## config.mk

```make
export PLATFORM = sky130hd
export DESIGN_NAME = joypad_serializer
export DESIGN_NICKNAME = d
export VERILOG_FILES = /design/src/rtl/joypad_serializer.sv
export SDC_FILE = /design/constraint.sdc
export NUM_CORES = 1
export LEC_CHECK = 0
export ABC_AREA = 1
export BUFFER_PORTS_ARGS = -buffer_cell sky130_fd_sc_hd__buf_2
export CAP_MARGIN = 20
export CELL_PAD_IN_SITES_DETAIL_PLACEMENT = 0
export CELL_PAD_IN_SITES_GLOBAL_PLACEMENT = 1
export CORE_MARGIN = 2
export CORE_UTILIZATION = 37
export DETAILED_ROUTE_END_ITERATION = 16
export GPL_ROUTABILITY_DRIVEN = 0
export PLACE_DENSITY_LB_ADDON = 0.1
export SLEW_MARGIN = 0
export SYNTH_ARGS = -nofsm -noshare
export SYNTH_HDL_FRONTEND = slang
export SYNTH_SLANG_ARGS = --single-unit
export TNS_END_PERCENT = 1
```

## constraint.sdc

```tcl
create_clock -name clk -period 1.2 [get_ports clk]
set_input_delay 0.12 -clock clk [delete_from_list [all_inputs] [get_ports clk]]
set_output_delay 0.12 -clock clk [all_outputs]
set_load 0.01 [all_outputs]
```

## src/rtl/joypad_serializer.sv

```systemverilog
// joypad_serializer
// Serialises NUM_PORTS controller button words onto the NES $4016/$4017
// read protocol. MODE selects the NES 8-bit report (0) or SNES 16-bit
// report (1). Everything runs in the NES clk domain.
//
// Optional feature macro: JOYPAD_TURBO_EN
//   Defined   - a shared free-running turbo counter/phase generates
//               autofire on A (from X) and B (from Y) in NES mode.
//   Undefined - no turbo registers exist; X/Y are ignored in NES mode.

module joypad_serializer #(
    parameter int NUM_PORTS  = 2,
    parameter int MODE       = 0,
    parameter int TURBO_HALF = 358000
) (
    input  logic                    clk,
    input  logic                    resetn,
    input  logic                    strobe,
    input  logic [NUM_PORTS-1:0]    ser_clk,
    input  logic [12*NUM_PORTS-1:0] btns,
    output logic [NUM_PORTS-1:0]    data_out
);

    localparam int REPORT_W = (MODE == 1) ? 16 : 8;
    localparam int CNT_W    = (TURBO_HALF > 1) ? $clog2(TURBO_HALF) : 1;

    // Per-port autofire contributions to report bits 0 (A) and 1 (B).
    logic [NUM_PORTS-1:0] auto_a;
    logic [NUM_PORTS-1:0] auto_b;

`ifdef JOYPAD_TURBO_EN
    localparam logic [CNT_W-1:0] CNT_LAST = CNT_W'(TURBO_HALF - 1);

    logic [CNT_W-1:0] turbo_cnt_q;
    logic [CNT_W-1:0] turbo_cnt_d;
    logic             turbo_phase_q;
    logic             turbo_phase_d;

    // Counter wraps after TURBO_HALF cycles and flips the shared phase.
    always_comb begin
        turbo_cnt_d   = turbo_cnt_q + CNT_W'(1);
        turbo_phase_d = turbo_phase_q;
        if (turbo_cnt_q == CNT_LAST) begin
            turbo_cnt_d   = '0;
            turbo_phase_d = ~turbo_phase_q;
        end
    end

    // Turbo counter and phase registers.
    always_ff @(posedge clk or negedge resetn) begin
        if (!resetn) begin
            turbo_cnt_q   <= '0;
            turbo_phase_q <= 1'b0;
        end else begin
            turbo_cnt_q   <= turbo_cnt_d;
            turbo_phase_q <= turbo_phase_d;
        end
    end

    // X drives autofire A and Y drives autofire B, gated by the phase.
    always_comb begin
        auto_a = '0;
        auto_b = '0;
        for (int p = 0; p < NUM_PORTS; p++) begin
            auto_a[p] = btns[12*p+8] & turbo_phase_q;
            auto_b[p] = btns[12*p+9] & turbo_phase_q;
        end
    end
`else
    assign auto_a = '0;
    assign auto_b = '0;
`endif

    // Some inputs are meaningless in a given build (X/Y without turbo in
    // NES mode, autofire in SNES mode); fold them away explicitly.
    logic inputs_unused;
    assign inputs_unused = ^{btns, auto_a, auto_b};

    // Builds one port's report word; bit 0 is shifted out first.
    function automatic logic [REPORT_W-1:0] build_report(
        input logic [11:0] b,
        input logic        aa,
        input logic        ab
    );
        logic [15:0] rep;
        if (MODE == 1) begin
            // B, Y, SELECT, START, UP, DOWN, LEFT, RIGHT, A, X, L, R, 0000
            rep = {4'h0, b[11], b[10], b[8], b[0], b[7:4], b[3], b[2], b[9], b[1]};
        end else begin
            // A, B, SELECT, START, UP, DOWN, LEFT, RIGHT
            rep = {8'h00, b[7:2], b[1] | ab, b[0] | aa};
        end
        return rep[REPORT_W-1:0];
    endfunction

    logic [NUM_PORTS-1:0][REPORT_W-1:0] sr_q;
    logic [NUM_PORTS-1:0][REPORT_W-1:0] sr_d;
    logic [NUM_PORTS-1:0]               prev_clk_q;
    logic [NUM_PORTS-1:0]               prev_clk_d;
    logic [NUM_PORTS-1:0]               fall;

    // Falling-edge detect on each read clock against last cycle's value.
    always_comb begin
        prev_clk_d = ser_clk;
        fall       = prev_clk_q & ~ser_clk;
    end

    // Strobe reloads every cycle and beats a simultaneous read edge;
    // otherwise a read edge shifts right with 1s entering at the top,
    // which is what makes over-reads return 1 forever.
    always_comb begin
        sr_d = sr_q;
        for (int p = 0; p < NUM_PORTS; p++) begin
            if (strobe) begin
                sr_d[p] = build_report(btns[12*p +: 12], auto_a[p], auto_b[p]);
            end else if (fall[p]) begin
                sr_d[p] = {1'b1, sr_q[p][REPORT_W-1:1]};
            end
        end
    end

    // Shift and edge registers; reset leaves every line reading 1.
    always_ff @(posedge clk or negedge resetn) begin
        if (!resetn) begin
            sr_q       <= '1;
            prev_clk_q <= '0;
        end else begin
            sr_q       <= sr_d;
            prev_clk_q <= prev_clk_d;
        end
    end

    // Serial output is the registered bit 0 of each port's shift register.
    always_comb begin
        data_out = '0;
        for (int p = 0; p < NUM_PORTS; p++) begin
            data_out[p] = sr_q[p][0];
        end
    end

endmodule

```

==> run metrics, run 1 <==
Synth cell types 12; RSZ-0062 raised after global routing no; cts bufs inserted 3; Synth Net Count 153; number of cell rows 18; Pre-antenna DRT Iters 4; critical path type in2reg; clk_lat worst skew 0.29 ns; Clk pwr share 27.1%; critical path's slowest cell dlygate4sd3_1; Final HPWL DP 1190 um; vias per cell 4.44; Final min period 1.10 ns; reg-to-reg startpoint prev_clk_q[1]; Starting Density 38.7%; reg-to-reg endpoint sr_q[11]; asr flop ratio synth 100%; core area 0.00245 sq mm; crit path launch type input pin; Hold Crit Endpoint sr_q[15]; CTS Root Cell clkbuf_4; pre-CTS setup slack 0.233 ns; number of synthesized register bits 18; Pleak 0.618 nW; Max-cap violations 0; Hold Path Class in2reg; cells after synthesis 124; CP endpoint kind flop; layout cells sized above 1 33.3%; Syn-to-layout area delta 16.7%; Hold Path Depth 5; Worst EP arrival 1.33 ns; sequential fraction of the synthesis area 49.5%; pwr/cell area 1240 mW/mm^2; H-tree levels 1; DRT iter0 DRCs 8; Sw Ratio 26.4%; Buffers on Ports 22; CP required 1.44 ns; CP most frequent cell nand2_1; Die Area 0.00299 sq mm; largest net degree at the start of global routing 31; worst-case reg-to-reg path depth 4; Psw 0.000364 W; die height 54.7 um; via count 786; clock tree from TritonCTS built; syn avg cell area 7.66 sq um; VDD IR max 0.563 mV; all-layer global routing usage 15.4%; most common cell in the synthesized netlist nand2_1; status finished, final reports clean; post-CTS setup buffer count 0; Layout Skew 0.00603 ns; initial antenna violation count 0; vias in the first global route 729; Cell Chain, Critical Path dlygate4sd3_1, buf_2, inv_1, nand2_1, nand2_4, nand2_1, nand2_1; Die W 54.7 um; Final WS setup 0.100 ns; Seq pwr share 55.3%; Reg2Reg Setup Slack 0.22 ns; Int Power 0.00101 W; top cells by count, synth nand2_1 (76), dfstp_2 (16), nand3_1 (14); first-pass GRT wire length 3240 um; routed len/inst 10.3 um; Congestion Overflow GR 0; Yosys top cell area share 44.3%; drt drc 0; FMAX 909 MHz; hold wc startpoint btns[19]; Max stage delay on crit path 0.53 ns; number of flops mapped to enable cells by yosys 0; synth warn 0; Setup TNS Final 0 ns; clk slew on worst S/H paths 0.11 ns; Final period util 91.6%; final hold vios 0; Comb pwr share 17.6%; Final setup viols 0; WL final 1830 um; Slew headroom 72.0%; mapped cell area 950 sq um; Most used DFF post-synth dfstp_2; nets 177; post-route ant nets 0; Worst-Margin Slew 0.419 ns; largest cells by area after synthesis dfstp_2 (44%), nand2_1 (30%), nand3_1 (7.4%), dfrtp_1 (5.3%), buf_4 (2.4%); io pins 31; clk buf depth 2; clock net sink count 18; diodes inserted 0; area leader, netlist dfstp_2; Max Fanout on Critical Path 8; Final Max Tran Viols 0
[routing by layer]
layer	wire length [um]	vias to the layer above	global-route usage, %
met5	0	-	0
met4	23	0	6.25
met3	62	4	3.28
met2	801	13	22.6
met1	944	349	21.8
li1	-	420	-
[layout by cell type (no fill, tap or decap)]
cell type	synthesis	layout
inv_1	4	4
clkbuf_4	0	3
buf_4	3	1
nand3_1	14	14
nand2_1	76	75
dfstp_2	16	16
inv_6	1	1
dlygate4sd3_1	0	3
buf_2	1	22
dfrtp_1	2	2
nand2_2	2	3
nand2_4	2	2
clkbuf_8	0	1
[repair_timing]
action                                  in CTS  in global routing
resized for setup                            0                  1
hold endpoints to repair                     4                  0
endpoints found under the setup margin       0                  4
hold buffers                                 3                  0
[worst max-delay path: cells and delay by family]
family / cells / cell delay [ns]
buffers and inverters: 3 / 0.70
AND/OR/NAND/NOR: 4 / 0.52
[power by group through the flow]
stage	sequential (W)	combinational (W)	clock [W]
2_1_floorplan	0.000764	0.000183	0
3_3_place_gp	0.000769	0.000234	0
3_5_place_dp	0.000771	0.000237	0
4_1_cts	0.000762	0.000246	0.000405
5_1_grt	0.000772	0.000289	0.000429
6_report	0.000762	0.000242	0.000373
[kinds of logic (layout without fill, tap and decap cells)]
kind of cell           count (synthesis)  in the layout  synth area share [%]
and+or+nand+nor                       94             94                  41.1
DFF                                   18             18                  49.5
buffers and inverters                 12             35                  9.35
[cell type report]
type                            instances  area, sq um
Tap cell                               30         37.5
Timing Repair Buffer                   26          148
Sequential cell                        18          470
Clock buffer                            4         36.3
Multi-Input combinational cell         94          393
Fill cell                             271         1350
Inverter                                5         23.8
[registers in the layout, summed over array words and instances (netlist names)]
signal / cells
sr_q: 14
data_out: 2
prev_clk_q: 2
[how the worst max path moves through the flow]
| stage | from | endpoint | slack, ns | cells after the start |
|---|---|---|---|---|
| after CTS | data_out[1] | data_out[1] | 0.10 | 1 |
| after global routing | ser_clk[1] | sr_q[10] | 0.003 | 7 |
| after global placement | prev_clk_q[1] | sr_q[14] | 0.23 | 4 |
| after detailed placement | prev_clk_q[0] | sr_q[1] | 0.23 | 4 |
| after floorplan | prev_clk_q[0] | data_out[0] | 0.39 | 4 |
| final | ser_clk[1] | sr_q[11] | 0.10 | 7 |
[per-stage QoR]
step / hold slack (ns) / utilization, % / cell area, sq um / total power (W) / instances
6_report: 0.0870 / 45.2 / 1110 / 0.00138 / 177
5_1_grt: 0.0863 / 45.2 / 1110 / 0.00149 / 177
4_1_cts: 0.0679 / 45.1 / 1110 / 0.00141 / 177
3_5_place_dp: 0.0792 / 42.4 / 1040 / 0.00101 / 170
3_3_place_gp: 0.0771 / 42.4 / 1040 / 0.00100 / 170
2_1_floorplan: -0.176 / - / 950 / 0.000947 / 124
Note: power is estimated with default switching activity, not from simulation.
==> run 2: changes to the inputs <==
--- a/config.mk
+++ b/config.mk
@@ -16,4 +16,5 @@
 export GPL_ROUTABILITY_DRIVEN = 0
 export PLACE_DENSITY_LB_ADDON = 0.1
+export RECOVER_POWER = 50
 export SLEW_MARGIN = 0
 export SYNTH_ARGS = -nofsm -noshare
==> constraint.sdc (replaced) <==
create_clock -name clk -period 1.2 [get_ports clk]
set_input_delay 0.24 -clock clk [delete_from_list [all_inputs] [get_ports clk]]
set_output_delay 0.24 -clock clk [all_outputs]
set_load 0.01 [all_outputs]
==> run 2 against run 1 <==
Effect of this change:
- first-iteration DRC count shrank 13%
- final area shrank 1.0%
- sequential power is essentially flat
- critical path depth shrank 6
- non-clock buffer count shrank 2
- cell count shrank 1.1%
- count of clock-buffer cells in the layout is the same
- combinational power grew 2%
- worst setup slack lost 0.079 ns
- clock skew shrank 0.0015 ns
- critical path type is now reg2out
==> run metrics, run 2 (synthesized netlist as in run 1, its figures left out) <==
number of cell rows 18 (unchanged); crit path launch type flop (was input pin); DRT iter0 DRCs 7 (was 8); Biggest register sr_q (unchanged); status finished, final reports clean (unchanged); vias per cell 4.44 (about the same); Die Area 0.00299 sq mm (unchanged); Layout Skew 0.00455 ns (was 0.00603 ns); Cell Chain, Critical Path buf_6 (was dlygate4sd3_1, buf_2, inv_1, nand2_1, nand2_4, nand2_1, nand2_1); Final WS setup 0.0217 ns (was 0.100 ns); critical path type reg2out (was in2reg); FMAX 849 MHz (was 909 MHz); clk_lat worst skew 0.29 ns (about the same); nets 175 (was 177); clock tree from TritonCTS built (unchanged); Max-cap violations 0 (unchanged); via count 777 (was 786); Syn-to-layout area delta 15.5% (was 16.7%); final hold vios 0 (unchanged); clk slew on worst S/H paths 0.11 ns (about the same); all-layer global routing usage 15.4% (unchanged); Hold Path Class in2reg (unchanged); post-route ant nets 0 (unchanged); Top delay family on crit path flip-flops (was buffers and inverters); CTS Root Cell clkbuf_4 (unchanged); Final period util 98.2% (was 91.6%); first-pass GRT wire length 3240 um (about the same); pre-CTS setup slack 0.189 ns (was 0.233 ns); RSZ-0062 raised after global routing yes (was no); H-tree levels 1 (unchanged); Buf/Inv on CP 1 (was 3); routed len/inst 10.4 um (was 10.3 um); Final HPWL DP 1190 um (about the same); diodes inserted 0 (unchanged); WL final 1810 um (was 1830 um); max FFs per register 14 (unchanged); Congestion Overflow GR 0 (unchanged); largest net degree at the start of global routing 31 (unchanged); VDD IR max 0.644 mV (was 0.563 mV); critical path's slowest cell dfstp_2 (was dlygate4sd3_1); Max Fanout on Critical Path 2 (was 8); core area 0.00245 sq mm (unchanged); CP endpoint kind output pin (was flop); Placed Area 0.00104 sq mm (unchanged); initial antenna violation count 0 (unchanged); Pleak 0.609 nW (was 0.618 nW); io pins 31 (unchanged); CP required 0.96 ns (was 1.44 ns); clock net sink count 18 (unchanged); Worst-Margin Slew 0.455 ns (was 0.419 ns); pwr/cell area 1260 mW/mm^2 (was 1240 mW/mm^2); drt drc 0 (unchanged); layout cells sized above 1 32.4% (was 33.3%); Worst EP arrival 0.94 ns (was 1.33 ns); Hold Slack 0.0607 ns (was 0.0870 ns); post-route cell area 0.00110 sq mm (was 0.00111 sq mm); Buffers on Ports 22 (unchanged); clk buf depth 2 (unchanged); most common cell after layout, fill and taps aside nand2_1 (unchanged); Max stage delay on crit path 0.55 ns (was 0.53 ns); Pre-antenna DRT Iters 4 (unchanged); most frequent cells in the layout nand2_1 (76), buf_2 (18), dfstp_2 (16) (was nand2_1 (75), buf_2 (22), dfstp_2 (16)); cts bufs inserted 3 (unchanged); vias in the first global route 740 (was 729); Slew headroom 69.7% (was 72.0%); Final min period 1.18 ns (was 1.10 ns); Starting Density 38.7% (unchanged); die height 54.7 um (unchanged); Final setup viols 0 (unchanged); Die W 54.7 um (unchanged); Final Max Tran Viols 0 (unchanged)
==> run 2: worst paths after layout <==
kind                                from  slack [ns]             to  cells past startpoint
hold / removal                ser_clk[1]        0.06  prev_clk_q[1]                      1
min in group asynchronous         resetn        0.42  prev_clk_q[1]                      2
setup reg to reg           prev_clk_q[1]        0.22       sr_q[11]                      4
setup / recovery             data_out[1]        0.02    data_out[1]                      1
hold reg to reg                  sr_q[7]        0.48        sr_q[7]                      2
max in group asynchronous         resetn        0.43       sr_q[11]                      2
==> run 2: report_power, final <==
part           internal [W]  leakage [nW]  switching, W
Combinational      0.000105         0.397      0.000141
Clock              0.000185        0.0210      0.000189
Sequential         0.000728         0.191     0.0000362
==> run 2: final cells by class <==
type                    count  area (sq um)
clock buffers               4          36.3
fillers                   283          1360
inverters                   5          23.8
multi-input cells          94           390
flip-flops and latches     18           470
well taps                  30          37.5
repair buffers             24           139
==> run 2: worst reg2reg max path, stage by stage (launching register included) <==
cell and delay (ns):
dfrtp_1 0.38, nand2_1 0.27, nand2_4 0.14, nand2_1 0.08, nand2_1 0.05
==> run 2: metrics by stage <==
stage / power, W / TNS, ns / util, % / instances
5_1_grt: 0.00150 / -0.0606 / 44.7 / 175
6_report: 0.00138 / 0 / 44.7 / 175
3_5_place_dp: 0.00101 / 0 / 42.4 / 170
3_3_place_gp: 0.00100 / 0 / 42.4 / 170
4_1_cts: 0.00142 / -0.00186 / 44.8 / 175
2_1_floorplan: 0.000947 / 0 / - / 124
==> run 2: layer usage <==
metal  GRT usage, %  share of wire, %  vias to the layer above
met5              0                 0                        -
li1               -                 -                      420
met2           22.4                42                       13
met4           6.25              0.83                        0
met3           3.55               4.1                        2
met1           21.8                53                      342
==> run 2: what timing repair did <==
action | CTS | global route
endpoints found under the setup margin | 2 | 2
buffers inserted | 0 | 0
endpoints found under the hold margin | 2 | 0
hold buffers | 1 | 0
gates resized for setup | 2 | 0
==> run 3: changes to the inputs <==
REMOVE_ABC_BUFFERS = 1   (was not set)
==> run 3 against run 2 <==
Effect of this change:
- non-clock buffer count did not move
- worst setup slack lost 0.017 ns
- register-to-register slack is essentially flat
- clock skew grew 0.0050 ns
- first-iteration DRC count fell by 29%
- critical path type unchanged
- critical endpoint unchanged
==> run metrics, run 3 (synthesized netlist as in run 1, its figures left out) <==
status finished, final reports clean (unchanged); Final min period 1.20 ns (was 1.18 ns); Max-cap violations 0 (unchanged); critical path type reg2out (unchanged); post-route ant nets 0 (unchanged); Reg2Reg Setup Slack 0.22 ns (about the same); WL final 1920 um (was 1810 um); post-route cell area 0.00110 sq mm (unchanged); Comb pwr share 17.7% (was 17.8%); die height 54.7 um (unchanged); Die Area 0.00299 sq mm (unchanged); Final HPWL DP 1280 um (was 1190 um); routed len/inst 11.0 um (was 10.4 um); initial antenna violation count 0 (unchanged); clk_lat worst skew 0.29 ns (about the same); VDD IR max 0.528 mV (was 0.644 mV); RSZ-0062 raised after global routing yes (unchanged); Hold Slack 0.0530 ns (was 0.0607 ns); Post-Place Cells 170 (unchanged); Max Fanout on Critical Path 2 (unchanged); diodes inserted 0 (unchanged); Final period util 99.7% (was 98.2%); Die W 54.7 um (unchanged); Layout Skew 0.00955 ns (was 0.00455 ns); Top delay family on crit path flip-flops (unchanged); most frequent cells in the layout nand2_1 (76), buf_2 (18), dfstp_2 (16) (unchanged); Setup TNS Final 0 ns (unchanged); CTS Root Cell clkbuf_4 (unchanged); Worst-Margin Slew 0.457 ns (was 0.455 ns); Int Power 0.00102 W (about the same); clock tree from TritonCTS built (unchanged); Slew headroom 69.5% (was 69.7%); all-layer global routing usage 14.0% (was 15.4%); Cell Chain, Critical Path buf_6 (unchanged); Buffers on Ports 22 (unchanged); Worst EP arrival 0.96 ns (was 0.94 ns); Syn-to-layout area delta 15.5% (unchanged); post-CTS setup buffer count 0 (unchanged); first-pass GRT wire length 2970 um (was 3240 um); Max stage delay on crit path 0.56 ns (was 0.55 ns); Final setup viols 0 (unchanged); crit path launch type flop (unchanged); DRT iter0 DRCs 5 (was 7); clk slew on worst S/H paths 0.12 ns (was 0.11 ns); max FFs per register 14 (unchanged); Hold Path Class in2reg (unchanged); Pre-antenna DRT Iters 4 (unchanged); most common cell after layout, fill and taps aside nand2_1 (unchanged); pwr/cell area 1270 mW/mm^2 (was 1260 mW/mm^2); Seq pwr share 55.0% (was 55.2%); final hold vios 0 (unchanged); vias in the first global route 711 (was 740); critical path's slowest cell dfstp_2 (unchanged); Clk pwr share 27.3% (was 27.0%); nets 175 (unchanged); vias per cell 4.53 (was 4.44); via count 792 (was 777); number of cell rows 18 (unchanged); cts bufs inserted 3 (unchanged); core area 0.00245 sq mm (unchanged); Sw Ratio 27.0% (was 26.4%); clock net sink count 18 (unchanged); non-filler cells, final 175 (unchanged); largest net degree at the start of global routing 31 (unchanged); FMAX 836 MHz (was 849 MHz); Final Max Tran Viols 0 (unchanged); Congestion Overflow GR 0 (unchanged); io pins 31 (unchanged); CP required 0.96 ns (about the same); Placed Area 0.00104 sq mm (unchanged); Starting Density 38.7% (unchanged); Psw 0.000377 W (was 0.000366 W); clk buf depth 2 (unchanged); Buf/Inv on CP 1 (unchanged); Biggest register sr_q (unchanged); Pleak 0.609 nW (unchanged); H-tree levels 1 (unchanged); layout cells sized above 1 32.4% (unchanged); drt drc 0 (unchanged); CP endpoint kind output pin (unchanged)
-- run 3: cell counts in the layout (fill, tap and decap cells not counted) --
Identical to the previous run, type by type.
-- run 3: routing by layer --
layer / part of all wire, % / up-vias / GRT usage (%) / wire length, um
met5: 0 / - / 0 / 0
met4: 0.68 / 0 / 6.25 / 13
met3: 3.4 / 2 / 2.46 / 66
met2: 48 / 10 / 23.8 / 925
met1: 48 / 364 / 17.1 / 912
li1: - / 416 / - / -
-- run 3: through the flow --
stage | util (%) | power, W | setup slack [ns]
global placement | 42.4 | 0.00101 | 0.176
global route | 44.7 | 0.00147 | -0.0169
floorplan | - | 0.000912 | 0.390
CTS | 44.8 | 0.00141 | -0.00791
detailed placement | 42.4 | 0.00101 | 0.169
finish | 44.7 | 0.00139 | 0.00417
-- run 3: power by group through the flow --
stage / combinational (W) / clock (W) / sequential, W
3_3_place_gp: 0.000236 / 0 / 0.000770
6_report: 0.000247 / 0.000381 / 0.000767
2_1_floorplan: 0.000143 / 0 / 0.000770
4_1_cts: 0.000253 / 0.000393 / 0.000767
5_1_grt: 0.000289 / 0.000403 / 0.000775
3_5_place_dp: 0.000240 / 0 / 0.000772
-- run 3: timing repair --
item	CTS	global route
hold buffers	1	0
gates resized for setup	2	0
hold endpoints to repair	2	0
setup endpoints to repair	2	1
-- run 3: area by class of cell --
cell class              instances  area (sq um)
fillers                       276          1360
flip-flops and latches         18           470
multi-input cells              94           390
repair buffers                 24           139
well taps                      30          37.5
clock buffers                   4          36.3
inverters                       5          23.8
-- run 3: final timing paths --
check | end | startpoint | cells after the start
min | prev_clk_q[1] | ser_clk[1] | 1
min reg2reg | sr_q[7] | sr_q[7] | 2
min in group asynchronous | prev_clk_q[1] | resetn | 2
max | data_out[1] | data_out[1] | 1
max reg2reg | sr_q[1] | prev_clk_q[0] | 4
max in group asynchronous | sr_q[15] | resetn | 2
